File: src/rtl/cw_trace_reader.sv
// ChipWatcher trace readout: walks the capture RAM from the oldest sample to
// the newest and streams each word LSB-first on jtdo while the host shifts.
// The next word is fetched during the tail of the current one, so shifting
// across word boundaries needs no idle cycles.
module cw_trace_reader #(
  parameter int DATA_WIDTH = 91,
  parameter int ADDR_WIDTH = 16,
  parameter int DEPTH      = 1024
) (
  input  logic                  jtck,
  input  logic                  jrstn,
  input  logic                  jscan_sel,
  input  logic                  jshift,
  input  logic                  jupdate,
  output logic                  jtdo,
  input  logic                  cap_done,
  input  logic [ADDR_WIDTH-1:0] trig_ptr,
  output logic                  rd_ce,
  output logic [ADDR_WIDTH-1:0] rd_addr,
  input  logic [DATA_WIDTH-1:0] rd_data,
  output logic                  busy,
  output logic                  done
);

  localparam int CW = $clog2(DATA_WIDTH);
  localparam logic [CW-1:0]         BIT_LAST = CW'(DATA_WIDTH - 1);
  // Prefetch two bits early: RAM data lands one cycle after rd_ce and is
  // then consumed on the last-bit edge.
  localparam logic [CW-1:0]         BIT_PRE  = CW'(DATA_WIDTH - 3);
  localparam logic [ADDR_WIDTH-1:0] PTR_MAX  = ADDR_WIDTH'(DEPTH - 1);
  localparam logic [ADDR_WIDTH:0]   WL_FULL  = (ADDR_WIDTH + 1)'(DEPTH);
  localparam logic [ADDR_WIDTH:0]   WL_ONE   = (ADDR_WIDTH + 1)'(1);

  typedef enum logic [2:0] {IDLE, FETCH, LOAD, SHIFT, DONE} state_t;

  state_t                state;
  logic [ADDR_WIDTH-1:0] ptr;
  logic [ADDR_WIDTH:0]   words_left;
  logic [CW-1:0]         bit_cnt;
  logic [DATA_WIDTH-1:0] sr;

  logic start, last_bit, more_words;

  // Explicit wrap compare so DEPTH need not be a power of two.
  function automatic logic [ADDR_WIDTH-1:0] ptr_inc(input logic [ADDR_WIDTH-1:0] p);
    return (p == PTR_MAX) ? '0 : p + 1'b1;
  endfunction

  assign start      = jupdate & jscan_sel & cap_done;
  assign last_bit   = (bit_cnt == BIT_LAST);
  assign more_words = (words_left > WL_ONE);

  assign rd_addr = ptr;
  assign rd_ce   = (state == FETCH) |
                   ((state == SHIFT) & jshift & (bit_cnt == BIT_PRE) & more_words);
  assign jtdo    = (state == SHIFT) & jscan_sel & sr[0];

  // Readout FSM: restart beats abort, abort beats normal sequencing.
  always_ff @(posedge jtck or negedge jrstn) begin
    if (!jrstn) begin
      state      <= IDLE;
      ptr        <= '0;
      words_left <= '0;
      bit_cnt    <= '0;
      sr         <= '0;
      busy       <= 1'b0;
      done       <= 1'b0;
    end else if (start) begin
      ptr        <= ptr_inc(trig_ptr);
      words_left <= WL_FULL;
      state      <= FETCH;
      busy       <= 1'b1;
      done       <= 1'b0;
    end else if (!jscan_sel && state != IDLE) begin
      state <= IDLE;
      busy  <= 1'b0;
      done  <= 1'b0;
    end else begin
      case (state)
        FETCH: state <= LOAD;
        LOAD: begin
          sr      <= rd_data;
          bit_cnt <= '0;
          ptr     <= ptr_inc(ptr);
          state   <= SHIFT;
        end
        SHIFT: begin
          if (jshift) begin
            if (last_bit) begin
              words_left <= words_left - 1'b1;
              if (more_words) begin
                // prefetched word is already on rd_data
                sr      <= rd_data;
                bit_cnt <= '0;
                ptr     <= ptr_inc(ptr);
              end else begin
                state <= DONE;
                busy  <= 1'b0;
                done  <= 1'b1;
              end
            end else begin
              sr      <= {1'b0, sr[DATA_WIDTH-1:1]};
              bit_cnt <= bit_cnt + 1'b1;
            end
          end
        end
        default: ;
      endcase
    end
  end

endmodule

File: config.mk
export PLATFORM = sky130hd
export DESIGN_NAME = cw_trace_reader
export DESIGN_NICKNAME = d
export VERILOG_FILES = /design/src/rtl/cw_trace_reader.sv
export SDC_FILE = /design/constraint.sdc
export NUM_CORES = 1
export LEC_CHECK = 0
export BUFFER_PORTS_ARGS = -buffer_cell sky130_fd_sc_hd__buf_2
export CORE_ASPECT_RATIO = 1.5
export CORE_MARGIN = 2
export CORE_UTILIZATION = 60
export CTS_BUF_LIST = sky130_fd_sc_hd__clkbuf_8
export CTS_CLUSTER_SIZE = 25
export DETAILED_ROUTE_END_ITERATION = 8
export GPL_TIMING_DRIVEN = 1
export PLACE_DENSITY = 0.85
export SLEW_MARGIN = 40
export SYNTH_ARGS = -nofsm -noshare
export SYNTH_HDL_FRONTEND = slang
export SYNTH_SLANG_ARGS = --single-unit
File: constraint.sdc
create_clock -name jtck -period 4.15 [get_ports jtck]
set_input_delay 0.83 -clock jtck [delete_from_list [all_inputs] [get_ports jtck]]
set_output_delay 0.83 -clock jtck [all_outputs]
set_load 0.01 [all_outputs]
==> impl_metrics.ini, run 1 <==
[setup_path]
reg2regPathDepth = 9
crit_buf_inv = 1
r2r_start = bit_cnt[0]$_DFFE_PN0P_
cp_top_family = simple AND/OR/NAND/NOR gates
critical_path_class = flop to primary output
worst-endpoint-required_ns = 3.32
crit_path_start_kind = flop
path_cells = or4_4 > nor4_4 > nand3_2 > nand4_1 > a21boi_0 > buf_2
slowest_stage = or4_4
crit_arrival_ns = 2.25
critPathMaxStageDelay_ns = 0.58
r2r_end = bit_cnt[3]$_DFFE_PN0P_
cp-end-kind = primary output
r2r_slack_ns = 1.36
critPathMaxFanout = 4

[clock_network]
numCtsBuffers = 17
cts-resized-gates = 0
htree_levels = 4
cts_tree = built
clk_pin_slew_ns = 0.08
cts_root_buf = clkbuf_8
worstSkewPairLatency_ns = 0.45
post_cts_buffers = 0
clockBufferDepth = 2
cts_sinks = 136
hold_buffers = 0

[grt]
grt_max_degree = 190
track_usage_pct = 26.0
antenna_found_initial = 0
grt_pass1_wl_mm = 26.8
gr-total-overflow = 0
grt_pass1_vias = 5882

[route]
vias = 5890
ant_nets = 0
dr.first_iter.drc_count = 318
routedWlPerCell_um = 15.7
post_drt_via_cell_ratio = 5.81
drc = 0
first_pass_iters = 5
wirelength_mm = 15.9

[die]
initial_core_util_pct = 61.4
rows = 48
ios = 133
die_h_um = 137
core-area_um2 = 11500
die_w_um = 92.7
dieArea_um2 = 12700

[yosys]
synth_top_cell_area_share_pct = 48.1
synth.net_count = 855
synth.most_common_cell = dfrtp_1
synth_warnings = 0
yosysTopAreaCell = dfrtp_1
syn_inst = 735
ys.flop_type = dfrtp_1
async_flop_share_pct = 100
synthTopCellsByCount = dfrtp_1 (136), nand2_1 (120), o21ai_0 (106), mux2i_1 (90), nor2_1 (49)
synth_seq_cells = 136
synth.distinct_cells = 58
synthTopCellsByArea = dfrtp_1 (48%), mux2i_1 (13%), o21ai_0 (7.5%)
synth_area_um2 = 7080
synth-edff-count = 0
ys_seq_area_share_pct = 48.1
synth_area_per_cell_um2 = 9.63

[run]
drv_cap = 0

[place]
post-place-cells = 982
place_congestion = 0.905
port_buffers = 132
dpl-instance-area_um2 = 7830
dp_hpwl_mm = 11.0

[finish]
n_fill_cell = 862
syn2layout_area_growth_pct = 16.3
stdcell_area_um2 = 8230
seq_area_um2 = 3400
drive_gt1_share_pct = 21.3
multiInputGateArea_um2 = 3470
insertedDiodeCount = 0
final_cells = 1014
nNetsFinal = 971

[timing]
hold_viol = 0
min_period_ns = 3.08
fmax_mhz = 325
drv_slew = 0
min_period_over_period_pct = 74.1
final.setup.tns_ns = 0
rsz0062_at_grt = no
final-setup-viol-count = 0
worst_pin_slew_ns = 0.718
relSlewSlack_pct = 51.9
fin_skew_ns = 0.0149

[hold_path]
hp-class = input port to asynchronous set/reset pin

[power]
power_density_nw_per_um2 = 416
peakVddDrop_v = 0.000277
p_leak_uw = 0.00438

[status]
status = finished, final reports clean
-- stage by stage --
| step | util, % | total power (µW) | hold WS (ns) | worst slack [ns] |
|---|---|---|---|---|
| final | 71.4 | 3420 | 0.363 | 1.07 |
| after global routing | 71.4 | 3620 | 0.410 | 0.929 |
| after CTS | 71.3 | 3450 | 0.487 | 1.04 |
| after detailed placement | 67.9 | 2340 | 0.470 | 1.05 |
| after global placement | 67.9 | 2280 | 0.460 | 1.14 |
| after floorplan | - | 2100 | 0.442 | 1.55 |
-- where the power goes --
group / internal (µW) / total, µW / switching, µW / leakage [µW]
clock network: 546 / 1110 / 560 / 0.000196
registers: 1610 / 1800 / 186 / 0.00176
logic: 235 / 514 / 279 / 0.00243
total: 2400 / 3420 / 1030 / 0.00438
-- area by class of cell --
cell class | instances | area share (%)
Multi-Input combinational cell | 552 | 42.2
Inverter | 7 | 0.319
Clock buffer | 17 | 2.84
Sequential cell | 136 | 41.3
Tap cell | 150 | 2.28
Clock inverter | 15 | 2.01
Timing Repair Buffer | 137 | 9.01
-- flip-flops by register name (all words and copies together) (netlist names) --
| register | flops |
|---|---|
| bit_cnt | 7 |
| busy | 1 |
| rd_addr | 16 |
| state | 3 |
| sr | 91 |
| done | 1 |
| words_left | 17 |
-- cell families after synthesis --
| group | count (synthesis) | share of synthesized area, % |
|---|---|---|
| simple gates | 258 | 17.4 |
| compound gates | 168 | 13.8 |
| flops | 136 | 48.1 |
| mux | 90 | 12.7 |
| buf+inv | 47 | 3.13 |
| xor+xnor | 29 | 3.59 |
| fa+ha+maj | 7 | 1.24 |
-- how the worst max path moves through the flow --
stage / end / slack, ns / startpoint / cells after the start
final: rd_ce / 1.07 / words_left[11]$_DFFE_PN0P_ / 6
after global routing: rd_ce / 0.93 / words_left[11]$_DFFE_PN0P_ / 6
after CTS: rd_ce / 1.04 / words_left[11]$_DFFE_PN0P_ / 6
after detailed placement: rd_addr[14]$_DFFE_PN0P_ / 1.05 / trig_ptr[12] / 7
after global placement: rd_addr[14]$_DFFE_PN0P_ / 1.14 / trig_ptr[12] / 7
after floorplan: rd_addr[14]$_DFFE_PN0P_ / 1.55 / trig_ptr[12] / 6
-- layer usage --
metal	share of wire, %	track usage, %	vias up
met5	0	0	-
li1	-	-	2853
met2	53	45.1	191
met1	40	31.1	2801
met4	2.8	10.4	0
met3	5.0	6.55	45
-- cell usage in the layout, fill, tap and decap left out, types with 3 or more instances in the layout --
| cell type | Yosys | final |
|---|---|---|
| buf_2 | 18 | 131 |
| and4_1 | 3 | 3 |
| nand2_1 | 120 | 120 |
| o21ai_1 | 10 | 9 |
| xnor2_1 | 17 | 17 |
| mux2i_1 | 90 | 90 |
| nor4_1 | 7 | 7 |
| nand3_1 | 17 | 17 |
| nor2_1 | 49 | 49 |
| and2_1 | 5 | 5 |
| clkbuf_8 | 0 | 17 |
| a31oi_1 | 4 | 4 |
| a21oi_1 | 13 | 13 |
| a41oi_1 | 3 | 3 |
| o221a_2 | 3 | 3 |
| o21ai_0 | 106 | 106 |
| o31ai_1 | 4 | 4 |
| and3_1 | 10 | 10 |
| dfrtp_1 | 136 | 136 |
| ha_1 | 7 | 7 |
| o211ai_1 | 4 | 4 |
| nor3_1 | 10 | 10 |
| clkinvlp_4 | 0 | 3 |
| inv_1 | 7 | 8 |
| or4_1 | 4 | 4 |
| inv_6 | 0 | 7 |
| xor2_1 | 12 | 12 |
| nand4_1 | 10 | 10 |
| or2_2 | 3 | 3 |
| buf_12 | 0 | 3 |
| or3_1 | 5 | 5 |
Note: power is estimated with default switching activity, not from simulation.
==> run 2, diff against run 1 <==
--- a/config.mk
+++ b/config.mk
@@ -5,15 +5,16 @@
 export SDC_FILE = /design/constraint.sdc
 export NUM_CORES = 1
 export LEC_CHECK = 0
+export ABC_AREA = 1
 export BUFFER_PORTS_ARGS = -buffer_cell sky130_fd_sc_hd__buf_2
 export CORE_ASPECT_RATIO = 1.5
 export CORE_MARGIN = 2
-export CORE_UTILIZATION = 60
+export CORE_UTILIZATION = 53
 export CTS_BUF_LIST = sky130_fd_sc_hd__clkbuf_8
 export CTS_CLUSTER_SIZE = 25
 export DETAILED_ROUTE_END_ITERATION = 8
 export GPL_TIMING_DRIVEN = 1
-export PLACE_DENSITY = 0.85
+export PLACE_DENSITY = 0.79
 export SLEW_MARGIN = 40
 export SYNTH_ARGS = -nofsm -noshare
 export SYNTH_HDL_FRONTEND = slang
==> constraint.sdc (replaced) <==
create_clock -name jtck -period 2.65 [get_ports jtck]
set_input_delay 0.53 -clock jtck [delete_from_list [all_inputs] [get_ports jtck]]
set_output_delay 0.53 -clock jtck [all_outputs]
set_load 0.01 [all_outputs]
==> run 2 against run 1 <==
  * Worst setup slack got worse by 0.75 ns
  * Non-clock buffer count increased by 9
  * Highest routed layer unchanged
  * Largest cell class unchanged
  * Final area increased by 13%
==> impl_metrics.ini, run 2 <==
[status]
status = finished, final reports clean

[finish]
final_common_cell = nand2_1
nNetsFinal = 1451
syn2layout_area_growth_pct = 14.9
drive_gt1_share_pct = 14.9
n_fill_cell = 1492
layout_common_cells = nand2_1 (632), nand3_1 (144), dfrtp_1 (136), buf_2 (131), inv_1 (72)
insertedDiodeCount = 0
largest_register = sr
finalCoreUtilization_pct = 62.0
final_cells = 1543
largest_reg_flops = 91

[route]
first_pass_iters = 7
routedWlPerCell_um = 12.7
vias = 7912
dr.first_iter.drc_count = 586
wirelength_mm = 19.6
post_drt_via_cell_ratio = 5.13
ant_nets = 0
drc = 0

[yosys]
synthTopCellsByCount = nand2_1 (633), nand3_1 (144), dfrtp_1 (136), inv_1 (70), nor2_1 (64)
synthTopCellsByArea = dfrtp_1 (42%), nand2_1 (29%), nand3_1 (8.9%)
syn_inst = 1222
yosysTopAreaCell = dfrtp_1
ys_seq_area_share_pct = 42.1
synth_area_per_cell_um2 = 6.62
synth.most_common_cell = nand2_1
synth.distinct_cells = 34
synth_area_um2 = 8090
synth.net_count = 1342
synth_top_cell_area_share_pct = 42.1
ys.flop_type = dfrtp_1
async_flop_share_pct = 100
synth_seq_cells = 136
synth-edff-count = 0
synth_warnings = 0

[clock_network]
htree_levels = 4
post_cts_buffers = 0
hold_buffers = 0
cts_sinks = 136
numCtsBuffers = 17
cts-resized-gates = 0
worstSkewPairLatency_ns = 0.45
cts_root_buf = clkbuf_8
cts_tree = built
clk_pin_slew_ns = 0.09
clockBufferDepth = 2

[place]
port_buffers = 132
place_congestion = 0.896
place_ws_ns = 0.472
dp_hpwl_mm = 13.3
post-place-cells = 1511

[grt]
grt_pass1_wl_mm = 34.3
grt_max_degree = 96
gr-total-overflow = 0
antenna_found_initial = 0
track_usage_pct = 25.3
grt_pass1_vias = 7608

[timing]
fmax_mhz = 429
holdWs_ns = 0.00191
finalWorstSetupSlack_ns = 0.321
rsz0062_at_grt = no
relSlewSlack_pct = 59.0
hold_viol = 0
drv_slew = 0
worst_pin_slew_ns = 0.612
min_period_over_period_pct = 87.9
fin_skew_ns = 0.0168
final.setup.tns_ns = 0
final-setup-viol-count = 0
min_period_ns = 2.33

[die]
die_w_um = 105
rows = 55
die_h_um = 155
dieArea_um2 = 16300
initial_core_util_pct = 53.9
core-area_um2 = 15000
ios = 133

[power]
p_leak_uw = 0.00526
power_density_nw_per_um2 = 986
peakVddDrop_v = 0.000598

[run]
drv_cap = 0

[setup_path]
cp-end-kind = primary output
worst-endpoint-required_ns = 2.12
reg2regPathDepth = 12
critical_path_class = flop to primary output
crit_arrival_ns = 1.80
critPathMaxFanout = 4
crit_path_start_kind = flop

[hold_path]
hp-class = input port to asynchronous set/reset pin
## run 2: cell types whose count changed after synthesis, moves of 14 or more
cell / previous run / this run
nand2_1: 120 / 633
xnor2_1: 17 / 3
inv_1: 7 / 70
o21ai_0: 106 / 26
nor2_1: 49 / 64
mux2i_1: 90 / 0
nand3_1: 17 / 144
## run 2: metal layers
layer | wire (µm) | up-vias | track usage [%]
li1 | - | 4033 | -
met1 | 8270 | 3630 | 31.2
met2 | 10000 | 209 | 44.3
met3 | 812 | 40 | 4.19
met4 | 459 | 0 | 10.0
met5 | 0 | - | 0
## run 2: critical path, stage by stage, from the launching register on
cell	delay [ns]
dfrtp_1	0.42
inv_1	0.12
nand2_2	0.11
nor2_2	0.20
nand2_1	0.07
o31ai_1	0.25
buf_2	0.18
## run 2: through the flow
stage          cell area (µm²)  power (µW)
2_1_floorplan             8090        6530
3_5_place_dp              8920        7580
5_1_grt                   9300       10100
3_3_place_gp              8920        7440
4_1_cts                   9300        9230
6_report                  9300        9170
## run 2: cell families (layout without fill, tap and decap cells)
family,count (synthesis),after routing,synth area share [%]
buffers and inverters,132,254,7.11
XOR/XNOR,15,15,1.62
adder cells (fa/ha/maj),7,7,1.08
AO/OA/AOI/OAI,46,46,3.28
flip-flops,136,136,42.1
AND/OR/NAND/NOR,886,886,44.8
## run 2: cell type report
cell class	count	area, µm²	area share [%]
clock buffer	18	248	2.66
tap	199	249	2.68
timing repair buffer	146	872	9.38
clock inverter	14	126	1.36
multi-input combinational	954	4110	44.2
sequential	136	3400	36.6
inverter	76	285	3.07
## run 2: worst paths after layout
kind	from	end	slack, ns
setup / recovery	state[2]$_DFFE_PN0P_	rd_ce	0.32
hold / removal	jrstn	rd_addr[1]$_DFFE_PN0P_	0.002
setup reg to reg	bit_cnt[0]$_DFFE_PN0P_	sr[26]$_DFFE_PN0P_	0.48
hold reg to reg	sr[47]$_DFFE_PN0P_	sr[47]$_DFFE_PN0P_	0.47
max in group asynchronous	jrstn	sr[84]$_DFFE_PN0P_	2.00
min in group jtck	rd_data[65]	sr[65]$_DFFE_PN0P_	0.40
## run 2: power by group
group	switching, µW	internal, µW	total (µW)
Sequential	603	2970	3570
Clock	861	770	1630
Combinational	2590	1380	3970
Total	4050	5120	9170
==> run 3, diff against run 2 <==
--- a/config.mk
+++ b/config.mk
@@ -14,7 +14,7 @@
 export CTS_CLUSTER_SIZE = 25
 export DETAILED_ROUTE_END_ITERATION = 8
 export GPL_TIMING_DRIVEN = 1
-export PLACE_DENSITY = 0.79
+export PLACE_DENSITY = 0.9
 export SLEW_MARGIN = 40
 export SYNTH_ARGS = -nofsm -noshare
 export SYNTH_HDL_FRONTEND = slang
==> run 3 against run 2 <==
  * Worst setup slack worse by 0.056 ns
  * Count of clock-buffer cells in the layout up 1
  * Final area is essentially flat
  * Non-clock buffer count down 3
  * Global-route usage is 0.66 points lower
  * Worst hold slack improved by 0.059 ns
  * Critical path depth up 2
  * Clock power rose by 7%
  * Critical endpoint unchanged
==> impl_metrics.ini, run 3 (synthesized netlist as in run 2, its figures left out) <==
[status]
status = finished, final reports clean

[finish]
multiInputGateArea_um2 = 4110
stdcell_area_um2 = 9290
n_fill_cell = 1414
seq_area_um2 = 3400
drive_gt1_share_pct = 14.5
final_common_cell = nand2_1
largest_register = sr
layout_common_cells = nand2_1 (632), nand3_1 (144), dfrtp_1 (136), buf_2 (131), inv_1 (74)
nNetsFinal = 1448
finalCoreUtilization_pct = 61.9
syn2layout_area_growth_pct = 14.8
largest_reg_flops = 91

[hold_path]
hp-class = input port to asynchronous set/reset pin

[setup_path]
cp-end-kind = primary output
critPathMaxFanout = 3
startpoint = words_left[1]$_DFFE_PN0P_
reg2regPathDepth = 12
crit_path_start_kind = flop
r2r_start = words_left[5]$_DFFE_PN0P_
r2r_slack_ns = 0.45
worst-endpoint-required_ns = 2.12
r2r_end = sr[43]$_DFFE_PN0P_
worstSetupEndpoint = rd_ce
critical_path_class = flop to primary output
crit_arrival_ns = 1.85

[clock_network]
worstSkewPairLatency_ns = 0.44
post_cts_buffers = 0
htree_levels = 4
clk_pin_slew_ns = 0.08
cts_root_buf = clkbuf_8
cts_tree = built
clockBufferDepth = 2
hold_buffers = 0
numCtsBuffers = 17
cts-resized-gates = 0
cts_sinks = 136

[route]
ant_nets = 0
m1WireLength_mm = 8.05
vias = 8029
post_drt_via_cell_ratio = 5.21
dr_wl_met2_mm = 10.2
routedWlPerCell_um = 12.7
first_pass_iters = 5
drc = 0
dr.first_iter.drc_count = 682
highest_layer = met4
wl_met3_um = 808
wirelength_mm = 19.6

[place]
place_congestion = 0.887
dp_hpwl_mm = 13.1
port_buffers = 132
dpl-instance-area_um2 = 8890

[power]
p_leak_uw = 0.00526
p_comb_share_pct = 42.1
power_density_nw_per_um2 = 995
seq_power_share_pct = 38.9
internal_power_uw = 5260
switching_power_uw = 3980
peakVddDrop_v = 0.000551
power.total_uw = 9240
switching_share_pct = 43.1
p_clk_share_pct = 19.0

[die]
die_w_um = 105
core-area_um2 = 15000
ios = 133
rows = 55
die_h_um = 155
initial_core_util_pct = 53.9
dieArea_um2 = 16300

[grt]
antenna_found_initial = 1
grt_pass1_vias = 7552
track_usage_pct = 24.7
grt_pass1_wl_mm = 33.5
grt_max_degree = 99
gr-total-overflow = 0

[timing]
holdWs_ns = 0.0610
min_period_ns = 2.38
relSlewSlack_pct = 56.3
final.setup.tns_ns = 0
rsz0062_at_grt = no
worst_pin_slew_ns = 0.653
hold_viol = 0
drv_slew = 0
fmax_mhz = 419
fin_skew_ns = 0.0142
min_period_over_period_pct = 90.0
final-setup-viol-count = 0

[run]
drv_cap = 0
run 3: power by group through the flow:
stage / clock network, µW / registers (µW) / logic [µW]
final: 1750 / 3600 / 3890
after global routing: 1860 / 3700 / 4510
after CTS: 1790 / 3580 / 3920
after detailed placement: 0 / 3600 / 3920
after global placement: 0 / 3580 / 3780
after floorplan: 0 / 3490 / 3040
run 3: how the worst min path moves through the flow:
| stage | end | from | cells after the start |
|---|---|---|---|
| after floorplan | bit_cnt[0]$_DFFE_PN0P_ | jrstn | 0 |
| after global placement | sr[89]$_DFFE_PN0P_ | sr[89]$_DFFE_PN0P_ | 2 |
| after detailed placement | sr[89]$_DFFE_PN0P_ | sr[89]$_DFFE_PN0P_ | 2 |
| after CTS | sr[0]$_DFFE_PN0P_ | jrstn | 1 |
| after global routing | sr[13]$_DFFE_PN0P_ | jrstn | 1 |
| final | sr[5]$_DFFE_PN0P_ | jrstn | 1 |
run 3: per-layer routing:
layer / GRT usage (%) / vias to the layer above
met5: 0 / -
met4: 10.7 / 0
met3: 3.98 / 49
met2: 44.1 / 268
met1: 29.2 / 3683
li1: - / 4029
run 3: per-stage QoR:
step / setup slack [ns] / std cells
after detailed placement: 0.491 / 1508
after CTS: 0.277 / 1539
after global routing: 0.170 / 1540
after global placement: 0.561 / 1508
final: 0.265 / 1540
after floorplan: 0.925 / 1222
run 3: critical path: stages (launching register included):
cell	delay (ns)
dfrtp_1	0.38
inv_1	0.08
ha_1	0.18
nand3_1	0.08
nor2_1	0.04
nand2_1	0.11
nand2_2	0.08
o31ai_1	0.28
buf_2	0.20
run 3: layout make-up:
type / count / share of cell area [%]
flip-flops and latches: 136 / 36.6
clock inverters: 12 / 1.47
clock buffers: 19 / 2.82
diodes: 1 / 0.0269
well taps: 199 / 2.68
inverters: 76 / 3.07
multi-input cells: 954 / 44.3
repair buffers: 143 / 9.01
